$ cat config.mk
export PLATFORM = sky130hd
export DESIGN_NAME = alu_seq
export DESIGN_NICKNAME = d
export VERILOG_FILES = /design/src/rtl/alu_seq.sv
export SDC_FILE = /design/constraint.sdc
export NUM_CORES = 1
export LEC_CHECK = 0
export CAP_MARGIN = 40
export CORE_ASPECT_RATIO = 2
export CORE_MARGIN = 5
export CORE_UTILIZATION = 60
export CTS_CLUSTER_DIAMETER = 50
export DETAILED_ROUTE_END_ITERATION = 10
export DONT_BUFFER_PORTS = 1
export GPL_TIMING_DRIVEN = 0
export PLACE_DENSITY = 0.78
export SETUP_SLACK_MARGIN = 0.02
export SLEW_MARGIN = 20
export SYNTH_ARGS = -nofsm -noshare
export SYNTH_HDL_FRONTEND = slang
export SYNTH_SLANG_ARGS = --single-unit
$ cat constraint.sdc
create_clock -name Clk -period 3.8 [get_ports Clk]
set_input_delay 0.76 -clock Clk [delete_from_list [all_inputs] [get_ports Clk]]
set_output_delay 0.76 -clock Clk [all_outputs]
set_load 0.005 [all_outputs]
$ cat src/rtl/alu_seq.sv
// alu_seq: registered, handshaked ALU with iterative single-bit shifts and zero/carry/neg flags.
// Optional build macro ALU_SAT_EN: inc/dec/sub saturate instead of wrapping (carry still set).
module alu_seq #(
  parameter int unsigned W = 8
) (
  input  logic         Clk,
  input  logic         Reset_n,
  input  logic         in_valid,
  output logic         in_ready,
  input  logic [1:0]   ALU_Op,
  input  logic [2:0]   alu_cmd,
  input  logic [W-1:0] inA,
  input  logic [W-1:0] inB,
  output logic         out_valid,
  input  logic         out_ready,
  output logic [W-1:0] rslt,
  output logic         zero,
  output logic         carry,
  output logic         neg
);

  localparam int unsigned CW = $clog2(W) + 1;
  localparam logic [W-1:0] WMax = W'(W);

  typedef enum logic [1:0] {StIdle, StShift, StDone} state_e;

  state_e        r_state, w_state_d;
  logic [W-1:0]  r_rslt, w_rslt_d;
  logic          r_carry, w_carry_d;
  logic [CW-1:0] r_cnt, w_cnt_d;
  logic          r_shl, w_shl_d;

  logic [CW-1:0] w_n;
  logic [W:0]    w_inc, w_dec, w_sub;

  // Shift amounts at or beyond W all clear the word; clamp so the counter stays small.
  assign w_n   = (inB >= WMax) ? CW'(W) : inB[CW-1:0];
  // Extra MSB carries the carry-out (inc) or borrow (dec/sub).
  assign w_inc = {1'b0, inA} + {{W{1'b0}}, 1'b1};
  assign w_dec = {1'b0, inA} - {{W{1'b0}}, 1'b1};
  assign w_sub = {1'b0, inA} - {1'b0, inB};

  // Next-state, result and flag computation.
  always_comb begin
    w_state_d = r_state;
    w_rslt_d  = r_rslt;
    w_carry_d = r_carry;
    w_cnt_d   = r_cnt;
    w_shl_d   = r_shl;
    unique case (r_state)
      StIdle: begin
        if (in_valid) begin
          w_carry_d = 1'b0;
          w_state_d = StDone;
          unique case (ALU_Op)
            2'b00: begin
              unique case (alu_cmd)
                3'b000: w_rslt_d = inB;
                3'b001, 3'b010: begin
                  w_rslt_d = inA;
                  w_cnt_d  = w_n;
                  w_shl_d  = (alu_cmd == 3'b001);
                  if (w_n != '0) w_state_d = StShift;
                end
                3'b011: w_rslt_d = inA & inB;
                3'b100: w_rslt_d = inA | inB;
                3'b101: w_rslt_d = inA ^ inB;
                3'b110: w_rslt_d = '0;
                default: w_rslt_d = {{(W-1){1'b0}}, ^inB};
              endcase
            end
            2'b01: begin
              w_carry_d = w_dec[W];
`ifdef ALU_SAT_EN
              w_rslt_d  = w_dec[W] ? '0 : w_dec[W-1:0];
`else
              w_rslt_d  = w_dec[W-1:0];
`endif
            end
            2'b10: begin
              w_carry_d = w_inc[W];
`ifdef ALU_SAT_EN
              w_rslt_d  = w_inc[W] ? '1 : w_inc[W-1:0];
`else
              w_rslt_d  = w_inc[W-1:0];
`endif
            end
            default: begin
              w_carry_d = w_sub[W];
`ifdef ALU_SAT_EN
              w_rslt_d  = w_sub[W] ? '0 : w_sub[W-1:0];
`else
              w_rslt_d  = w_sub[W-1:0];
`endif
            end
          endcase
        end
      end
      StShift: begin
        // One bit per cycle; carry captures the bit that falls off the end.
        if (r_shl) begin
          {w_carry_d, w_rslt_d} = {r_rslt, 1'b0};
        end else begin
          {w_rslt_d, w_carry_d} = {1'b0, r_rslt};
        end
        w_cnt_d = r_cnt - CW'(1);
        if (r_cnt == CW'(1)) w_state_d = StDone;
      end
      StDone: begin
        if (out_ready) w_state_d = StIdle;
      end
      default: w_state_d = StIdle;
    endcase
  end

  // State and datapath registers with synchronous active-low reset.
  always_ff @(posedge Clk) begin
    if (!Reset_n) begin
      r_state <= StIdle;
      r_rslt  <= '0;
      r_carry <= 1'b0;
      r_cnt   <= '0;
      r_shl   <= 1'b0;
    end else begin
      r_state <= w_state_d;
      r_rslt  <= w_rslt_d;
      r_carry <= w_carry_d;
      r_cnt   <= w_cnt_d;
      r_shl   <= w_shl_d;
    end
  end

  assign in_ready  = (r_state == StIdle) && Reset_n;
  assign out_valid = (r_state == StDone);
  assign rslt      = r_rslt;
  assign carry     = r_carry;
  assign zero      = (r_rslt == '0);
  assign neg       = r_rslt[W-1];

endmodule

==> summary.md <==
| Metric | Value |
|---|---|
| Maximum buffer depth of the clock tree | 2 |
| Final min period | 2.77 ns |
| Class of the tightest hold or removal check | register to register |
| Final clock period utilization by the worst path | 0.729 |
| Height of the die | 103 um |
| Count of buffers from port buffering | 0 |
| Crit path buf inv count | 2 |
| Post-synth EDFFs | 0 |
| Setup Crit Path Kind | input pin to register |
| Met3 demand-to-capacity share in global routing | 0.0497 |
| First-pass GRT wire length | 12.3 mm |
| Critical path endpoint category | register |
| Achievable clock frequency | 361 MHz |
| Post-CTS Repair Setup Buffers | 0 |
| Fraction of the yosys area taken by sequential cells | 0.123 |
| Hold Buf Count CTS | 0 |
| Mapped Area | 2610 um^2 |
| Result of the run | completed |
| # diodes | 0 |
| Layout net count | 419 |
| Proportion of register bits with asynchronous set or reset after synthesis | 0 |
| Detailed Route Iter0 Violations | 146 |
| Peak fanout along the critical path | 8 |
| Slowest cell on the critical path | sky130_fd_sc_hd__fa_1 |
| Antenna violations before repair | 0 |
| GRT busiest layer | met2 |
| Avg Vias per Cell | 6.57 |
| Distinct cells, synth | 63 |
| Largest delay share family, worst path | compound AO/OA/AOI/OAI gates |
| Total number of yosys warnings | 0 |
| Routed WL per cell | 18.5 um |
| Count of mapped cells out of synthesis | 354 |
| Actual slew at the worst max-slew pin | 0.563 ns |
| Met2 track utilization from global routing | 0.506 |
| Total design power | 0.000612 W |
| Dominant cells by area after synthesis | sky130_fd_sc_hd__ha_1 (16%), sky130_fd_sc_hd__dfxtp_1 (12%), sky130_fd_sc_hd__a21oi_1 (5.7%) |
| Post-route core utilization | 0.637 |
| Max capacitance violation total | 0 |
| X dimension of the die | 56.7 um |
| FP Rows | 34 |
| Top flip-flop cell by instance count after synthesis | sky130_fd_sc_hd__dfxtp_1 |
| CTS sink cnt | 16 |
| Htree depth | 1 |
| I/O pin total | 38 |
| Signal arrival time at the worst endpoint | 2.97 ns |
| Layout overhead on the synthesized area | 4.69% |
| Post-route DRC violation count | 0 |
| Number of buffers created by CTS | 3 |
| Pin count of the biggest net entering global routing | 11 |
| Core region area | 4300 um^2 |
| Total wirelength of the detailed-routed design | 7.61 mm |
| Peak per-stage delay on the critical path | 0.41 ns |
| Biggest area consumer among synthesized cells | sky130_fd_sc_hd__ha_1 |
| Overall overflow remaining after global route | 0 |
| Most repeated cell in the gate-level netlist after synthesis | sky130_fd_sc_hd__ha_1 |
| Final Max Slew Viols | 0 |
| CP cell instances | clkbuf_1 -> inv_1 -> ha_1 -> fa_1 -> o21bai_1 -> a21oi_1 -> mux2_2 -> o21ai_0 -> a32o_1 |
| Last weighted congestion value of the routability-driven placer | 0.981 |
| Residual antenna-violating net count after detailed routing | 0 |
| Global router's overall resource usage | 0.268 |
| Clock-pin slew reported for the worst setup and hold paths after clock tree synthesis | 0.07 ns |
| Maximum ir drop on the vdd rail | 197 uV |
| Total vias in the final route | 2707 |
| HPWL after detailed placement | 6.33 mm |
| Via count of the first global-routing pass | 2737 |
| Total power per unit cell area | 224 nW/um^2 |
| Multi-input gate area in the final layout | 2060 um^2 |
| Met1 GRT Util | 0.245 |
| Layout cell share with drive strength beyond 1 | 0.101 |
| Synth Register Bits | 16 |
| Clock tree from TritonCTS | built |
| Worst slew slack as a fraction of its limit | 0.623 |
| Net count after synthesis | 414 |
| Leakage power total | 1.13 nW |
| Library cell used as clock root buffer | sky130_fd_sc_hd__clkbuf_8 |
| Clock latency reported for the late side of the worst-skew pair | 0.26 ns |
| Leading post-synthesis cells by instance count | sky130_fd_sc_hd__ha_1 (34), sky130_fd_sc_hd__nor2_1 (32), sky130_fd_sc_hd__a21oi_1 (30) |
| Die Outline Area | 5860 um^2 |
| Share of the synthesized area in the top cell type | 0.163 |
| Pre-Repair DR Iteration Count | 4 |
| Starting utilization of the core area | 0.608 |
| Startpoint Class | input pin |
| Fin Clk Skew | 0.00177 ns |
| Number of filler instances in the final layout | 416 |
| Endpoint required time on the critical path | 4.00 ns |
| Count of instances resized after the clock tree is built | 0 |
| Final Hold Fails | 0 |
| Unrepaired setup endpoints after global routing | false |
| Final Setup Violations | 0 |
| Post-synthesis average cell area | 7.38 um^2 |
| Setup TNS Final | 0 ns |
| Register area | 320 um^2 |
==> sequential cells by signal (all words and copies together), names as in the netlist <==
register	count
rslt	8
r_state	2
r_cnt	4
carry	1
r_shl	1
==> per-layer routing <==
layer / vias up / routed length (um)
li1: 1314 / -
met1: 1240 / 2600
met2: 116 / 3980
met3: 37 / 478
met4: 0 / 552
met5: - / 0
==> layout by cell type (no fill, tap or decap), types with 9 or more instances in the layout <==
| master | synthesis | layout |
|---|---|---|
| sky130_fd_sc_hd__o21ai_0 | 19 | 19 |
| sky130_fd_sc_hd__nor2_1 | 32 | 32 |
| sky130_fd_sc_hd__inv_1 | 28 | 28 |
| sky130_fd_sc_hd__o22ai_1 | 9 | 9 |
| sky130_fd_sc_hd__a21oi_1 | 30 | 30 |
| sky130_fd_sc_hd__ha_1 | 34 | 34 |
| sky130_fd_sc_hd__nand2_1 | 12 | 12 |
| sky130_fd_sc_hd__dfxtp_1 | 16 | 16 |
| sky130_fd_sc_hd__a31oi_1 | 9 | 9 |
| sky130_fd_sc_hd__mux2i_1 | 12 | 12 |
| sky130_fd_sc_hd__nand2b_1 | 13 | 13 |
| sky130_fd_sc_hd__buf_2 | 10 | 10 |
| sky130_fd_sc_hd__nor3_1 | 10 | 10 |
==> worst min-delay path, stage by stage, from the launching register on <==
cell	delay, ns
sky130_fd_sc_hd__dfxtp_1	0.31
sky130_fd_sc_hd__inv_1	0.09
sky130_fd_sc_hd__a211oi_1	0.08
==> power breakdown <==
group	switching, W	internal [W]
sequential	0.0000148	0.000179
combinational	0.000151	0.000110
clock	0.0000652	0.0000922
==> cell families after synthesis <==
family	after synthesis	share of synthesized area
buf+inv	52	0.0886
xor+xnor	6	0.0230
simple gates	109	0.224
compound gates	118	0.300
mux	18	0.0718
flops	16	0.123
fa+ha+maj	35	0.170
==> final timing paths <==
kind	start	end	slack [ns]	depth (start not counted)
setup / recovery	inA[0]	rslt[6]$_SDFFE_PN0P_	1.03	9
setup reg to reg	r_state[0]$_SDFFE_PN0P_	rslt[7]$_SDFFE_PN0P_	2.05	6
hold reg to reg	r_cnt[1]$_SDFFE_PN0P_	r_cnt[1]$_SDFFE_PN0P_	0.53	2
hold / removal	r_cnt[1]$_SDFFE_PN0P_	r_cnt[1]$_SDFFE_PN0P_	0.53	2
==> cell type report <==
type / count / area share
multi-input cells: 286 / 0.754
well taps: 54 / 0.0247
clock buffers: 4 / 0.0201
flip-flops and latches: 16 / 0.117
plain buffers: 23 / 0.0448
inverters: 29 / 0.0398
==> metrics by stage <==
| stage | hold WS (ns) | instances | area (um^2) | setup slack, ns |
|---|---|---|---|---|
| 2_1_floorplan | 0.484 | 354 | 2610 | 1.16 |
| 3_3_place_gp | 0.518 | 408 | 2680 | 0.827 |
| 3_5_place_dp | 0.522 | 408 | 2680 | 0.780 |
| 4_1_cts | 0.534 | 412 | 2740 | 1.05 |
| 5_1_grt | 0.580 | 412 | 2740 | 0.888 |
| 6_report | 0.533 | 412 | 2740 | 1.03 |
(Power assumes the default switching activity.)
